<file path="config.mk">
export PLATFORM = sky130hd
export DESIGN_NAME = arith_shift_seq
export DESIGN_NICKNAME = d
export VERILOG_FILES = /design/src/rtl/arith_shift_seq.sv
export SDC_FILE = /design/constraint.sdc
export NUM_CORES = 1
export LEC_CHECK = 0
export ABC_AREA = 0
export BUFFER_PORTS_ARGS = -buffer_cell sky130_fd_sc_hd__buf_2
export CAP_MARGIN = 40
export CORE_MARGIN = 1
export CORE_UTILIZATION = 39
export CTS_BUF_LIST = sky130_fd_sc_hd__clkbuf_16
export DETAILED_ROUTE_END_ITERATION = 7
export PLACE_DENSITY = 0.72
export SYNTH_ARGS = -nofsm -noshare
export SYNTH_HDL_FRONTEND = slang
export SYNTH_SLANG_ARGS = --single-unit
</file>
<file path="constraint.sdc">
create_clock -name clk -period 1.8 [get_ports clk]
set_input_delay 0 -clock clk [delete_from_list [all_inputs] [get_ports clk]]
set_output_delay 0 -clock clk [all_outputs]
set_load 0.02 [all_outputs]
</file>
<file path="src/rtl/arith_shift_seq.sv">
`default_nettype none
// +--------------------------------------------------------------------------+
// | Module      : arith_shift_seq                                            |
// | Description : Sequential arithmetic shifter, one bit position per clock, |
// |               valid/ready in and out. Define ASHIFT_OVF_EN to enable the |
// |               sticky signed-overflow flag V on left shifts.              |
// | Revision    : 1.0 - initial release                                      |
// +--------------------------------------------------------------------------+
module arith_shift_seq #(
  parameter int WIDTH = 4,
  parameter int SHW   = 4
) (
  input  logic             clk,
  input  logic             rst_n,
  input  logic             in_valid,
  output logic             in_ready,
  input  logic [WIDTH-1:0] A,
  input  logic [SHW-1:0]   B,
  input  logic             dir,
  output logic             out_valid,
  input  logic             out_ready,
  output logic [WIDTH-1:0] X,
  output logic             V
);

  localparam int CW = $clog2(WIDTH + 1);
  localparam logic [CW-1:0] c_cnt_max = CW'(WIDTH);

  typedef enum logic [1:0] {
    ST_IDLE  = 2'd0,
    ST_SHIFT = 2'd1,
    ST_DONE  = 2'd2
  } state_t;

  state_t           r_state;
  logic [WIDTH-1:0] r_data;
  logic [CW-1:0]    r_cnt;
  logic             r_dir;
  logic             r_in_ready;
  logic             r_out_valid;

  logic             w_accept;
  logic             w_release;
  logic [CW-1:0]    w_cnt_load;

  // r_in_ready is only ever high in IDLE, so it qualifies the accept alone
  assign w_accept   = r_in_ready & in_valid;
  assign w_release  = r_out_valid & out_ready;
  assign w_cnt_load = (32'(B) >= 32'(WIDTH)) ? c_cnt_max : CW'(B);

`ifdef ASHIFT_OVF_EN
  logic r_v;
  assign V = r_v;
`else
  assign V = 1'b0;
`endif

  always_ff @(posedge clk or negedge rst_n) begin
    if (!rst_n) begin
      r_state     <= ST_IDLE;
      r_data      <= '0;
      r_cnt       <= '0;
      r_dir       <= 1'b0;
      r_in_ready  <= 1'b0;
      r_out_valid <= 1'b0;
`ifdef ASHIFT_OVF_EN
      r_v         <= 1'b0;
`endif
    end else begin
      case (r_state)
        ST_IDLE: begin
          r_in_ready <= 1'b1;
          if (w_accept) begin
            r_data     <= A;
            r_dir      <= dir;
            r_cnt      <= w_cnt_load;
            r_in_ready <= 1'b0;
            r_state    <= ST_SHIFT;
`ifdef ASHIFT_OVF_EN
            r_v        <= 1'b0;
`endif
          end
        end
        ST_SHIFT: begin
          if (r_cnt != '0) begin
            r_cnt <= r_cnt - CW'(1);
            if (r_dir) begin
              r_data <= {r_data[WIDTH-1], r_data[WIDTH-1:1]};
            end else begin
              r_data <= {r_data[WIDTH-2:0], 1'b0};
`ifdef ASHIFT_OVF_EN
              // overflow whenever the bit about to become the sign differs from it
              r_v    <= r_v | (r_data[WIDTH-1] ^ r_data[WIDTH-2]);
`endif
            end
          end else begin
            r_state     <= ST_DONE;
            r_out_valid <= 1'b1;
          end
        end
        ST_DONE: begin
          if (w_release) begin
            r_out_valid <= 1'b0;
            r_in_ready  <= 1'b1;
            r_state     <= ST_IDLE;
          end
        end
        default: begin
          r_state     <= ST_IDLE;
          r_in_ready  <= 1'b0;
          r_out_valid <= 1'b0;
        end
      endcase
    end
  end

  assign in_ready  = r_in_ready;
  assign out_valid = r_out_valid;
  assign X         = r_data;

endmodule
`default_nettype wire

</file>
==> metrics.md <==
| Metric | Value |
|---|---|
| Final-report max-slew violation count | 0 |
| Post-CTS Setup Bufs | 0 |
| P_leak | just over 0.4 nW |
| Number of register bits inferred by synthesis | 12 |
| Instance count of the mapped netlist | 73 |
| GRT Util Overall | 0.177 |
| Power density over cell area | roughly 2100 mW/mm^2 |
| Dominant synthesized flop cell | sky130_fd_sc_hd__dfrtp_1 |
| Boundary Pins | 20 |
| Total die area | 0.00189 mm^2 |
| NumNets Final | 111 |
| Total number of yosys warnings | 0 |
| Initial drt markers | 10 |
| Most numerous cell in the Yosys netlist | sky130_fd_sc_hd__dfrtp_1 |
| Post-synth net total | 88 |
| Max-capacitance violation count | 0 |
| Remaining antenna violation count | 0 |
| Largest net degree at the start of global routing | 14 |
| Path type of the worst min-delay path | in2reg |
| Worst R2R Path Depth | 5 |
| Clock-pin transition on the worst setup and hold timing paths | 40 ps |
| Area share of the leading cell type in the synthesized netlist | 0.447 |
| Half-perimeter wire length after detailed placement | 995 um |
| Final-layout worst hold slack | between 30 and 40 ps |
| Clock tree root driver cell | sky130_fd_sc_hd__clkbuf_16 |
| Routed wire length | 1350 um |
| Category of the critical setup timing path | reg2reg |
| Diodes inserted | 0 |
| Share of the yosys chip area belonging to registers | 0.447 |
| Final min period | approximately 1700 ps |
| Crit-path max FO | 6 |
| Clock Sinks | 12 |
| Die W | around 44 um |
| Required time worst endpoint | 1920 ps |
| Synth cell types | 25 |
| Biggest area consumer among synthesized cells | sky130_fd_sc_hd__dfrtp_1 |
| Antenna violations before repair | 0 |
| Vias in the first global route | 522 |
| Total Neg Setup Slack | 0 ps |
| Number of enable flip-flop cells after synthesis | 0 |
| Unrepaired setup endpoints after global routing | false |
| Final standard cell utilization of the core | 0.557 |
| Clock insertion delay at the later pin of the skew report | roughly 240 ps |
| Post-synthesis async set-or-reset flop share | 1.00 |
| Clock buffers created by TritonCTS | 3 |
| Count of H-tree levels built during CTS | 1 |
| Cell types with the largest area share after synthesis | sky130_fd_sc_hd__dfrtp_1 45%, sky130_fd_sc_hd__a21oi_1 8.2%, sky130_fd_sc_hd__nor2_1 5.0%, sky130_fd_sc_hd__mux2_4 4.5%, sky130_fd_sc_hd__nand2_1 4.5% |
| Area of the multi-input gates | 333 um^2 |
| Worst hold stages | 3 |
| Core Rows | 14 |
| Router iterations before antenna repair | 6 |
| Layout cells sized above 1 | 0.298 |
| Fill cell count | ~140 |
| Residual overflow from global routing | 0 |
| Total DRC errors in the routed layout | 2 |
| Maximum achievable frequency | slightly above 0.6 GHz |
| Violations in the final reports | design-rule violations |
| Clock tree from TritonCTS | done |
| Global-route wire length before repair | around 2400 um |
| IO Port Bufs | 18 |
| Status | finished, violations left |
| Initial Utilization | 0.431 |
| Average cell area after synthesis | between 9 and 10 um^2 |
| Routed vias | ~570 |
| Fin. Hold Viols | 0 |
| Synth-to-Final Area Change | 29.2% |
| Die height | approximately 44 um |
| Core area | approximately 0.0016 mm^2 |
| Category of the worst setup path launch point | register |
| Summed instance area of the synthesized netlist | roughly 670 um^2 |
| Finish-stage setup viols | 0 |
| Worst-case vdd ir drop | between 1 and 1.5 mV |
| Portion of the clock cycle consumed by the worst path in the final layout | 0.918 |
| Type of destination of the critical path | register |
| Ratio of routed vias to standard cells | 5.15 |
| Bufs on Longest Clock Path | 2 |
| GP Congestion | about 0.74 |
| WL/cell | approximately 12 um |
| Flip-flop and latch area | roughly 300 um^2 |
| Ranking of synthesized cells by instance count | 12 x sky130_fd_sc_hd__dfrtp_1, 11 x sky130_fd_sc_hd__a21oi_1, 9 x sky130_fd_sc_hd__nor2_1 |
| Critical path data arrival time | between 1500 and 2000 ps |
| Maximum clock skew at final layout | around 1.7 ps |
sequential cells by signal, indices dropped and copies added (netlist names):
register   cells
r_dir          1
r_cnt          3
X              4
out_valid      1
in_ready       1
r_state        2
per-stage QoR:
| stage | power (mW) | setup WS (ps) | instances | cell area, um^2 |
|---|---|---|---|---|
| after detailed placement | 1.43 | 154 | 105 | 773 |
| final | 1.82 | 147 | 110 | 868 |
| after floorplan | 1.22 | 195 | 73 | 672 |
| after global routing | 1.97 | 20.0 | 110 | 868 |
| after CTS | 1.84 | 142 | 110 | 868 |
| after global placement | 1.40 | 208 | 105 | 773 |
report_power, final:
group	total [mW]	internal, mW	switching [mW]
clock	0.397	0.289	0.109
combinational	0.865	0.404	0.460
sequential	0.563	0.413	0.150
total	1.82	1.11	0.719
layout make-up:
cell class              instances  share of cell area
multi-input cells              53               0.383
inverters                       4              0.0173
clock buffers                   3              0.0865
flip-flops and latches         12               0.346
well taps                      16              0.0231
repair buffers                 22               0.144
kinds of logic (layout without fill, tap and decap cells):
logic type,Yosys count,after routing,share of synthesized area
AOI/OAI and AO/OA,22,22,0.203
adders and majority gates,2,2,0.0372
buffers and inverters,8,29,0.0577
DFF,12,12,0.447
muxes,5,5,0.0912
other,1,1,0.00558
and+or+nand+nor,23,23,0.158
worst paths after layout:
path	start	end	slack, ps
worst max-delay path	r_cnt[0]	X[2]	150
worst min-delay path	out_ready	out_valid	30
worst max register to register	r_cnt[0]	X[2]	150
worst min register to register	out_valid	out_valid	530
max in group asynchronous	rst_n	r_cnt[2]	1410
min in group asynchronous	rst_n	r_dir	170
layer usage:
| layer | part of all wire | GRT usage | routed length, um | vias up |
|---|---|---|---|---|
| met2 | 0.47 | 0.267 | 637 | 13 |
| met5 | 0 | 0 | 0 | - |
| met3 | 0.050 | 0.0750 | 67 | 2 |
| met1 | 0.47 | 0.230 | 633 | 259 |
| li1 | - | - | - | 292 |
| met4 | 0.010 | 0.0563 | 14 | 0 |
cell usage in the layout (no fill, tap or decap):
master and instances:
sky130_fd_sc_hd__nor3_1 1, sky130_fd_sc_hd__nand2_1 8, sky130_fd_sc_hd__o21ai_0 5, sky130_fd_sc_hd__a21oi_1 11, sky130_fd_sc_hd__buf_2 18, sky130_fd_sc_hd__dlygate4sd3_1 2, sky130_fd_sc_hd__inv_1 4, sky130_fd_sc_hd__mux2_4 2
sky130_fd_sc_hd__dfrtp_1 12, sky130_fd_sc_hd__o2bb2ai_1 1, sky130_fd_sc_hd__a31oi_1 1, sky130_fd_sc_hd__nand2b_1 2, sky130_fd_sc_hd__o22ai_1 1, sky130_fd_sc_hd__nor2b_2 1, sky130_fd_sc_hd__a211oi_1 1, sky130_fd_sc_hd__clkbuf_16 3
sky130_fd_sc_hd__o31ai_1 1, sky130_fd_sc_hd__conb_1 1, sky130_fd_sc_hd__buf_4 2, sky130_fd_sc_hd__or2b_1 1, sky130_fd_sc_hd__a211oi_4 1, sky130_fd_sc_hd__nor4b_1 1, sky130_fd_sc_hd__ha_1 2, sky130_fd_sc_hd__mux2i_1 2
sky130_fd_sc_hd__nor2_1 9, sky130_fd_sc_hd__mux2_2 1
critical path, cell delays in order, from the launching register on:
cell                       delay (ps)
sky130_fd_sc_hd__dfrtp_1          330
sky130_fd_sc_hd__inv_1             70
sky130_fd_sc_hd__ha_1             210
sky130_fd_sc_hd__nor2b_2          190
sky130_fd_sc_hd__a211oi_4         400
sky130_fd_sc_hd__mux2_4           330
repair_timing:
item	4_1_cts	5_1_grt
resized for setup	0	0
hold buffers	2	0
endpoints found under the setup margin	0	0
hold endpoints to repair	13	0
No activity file was read; power rests on OpenSTA's default activity.
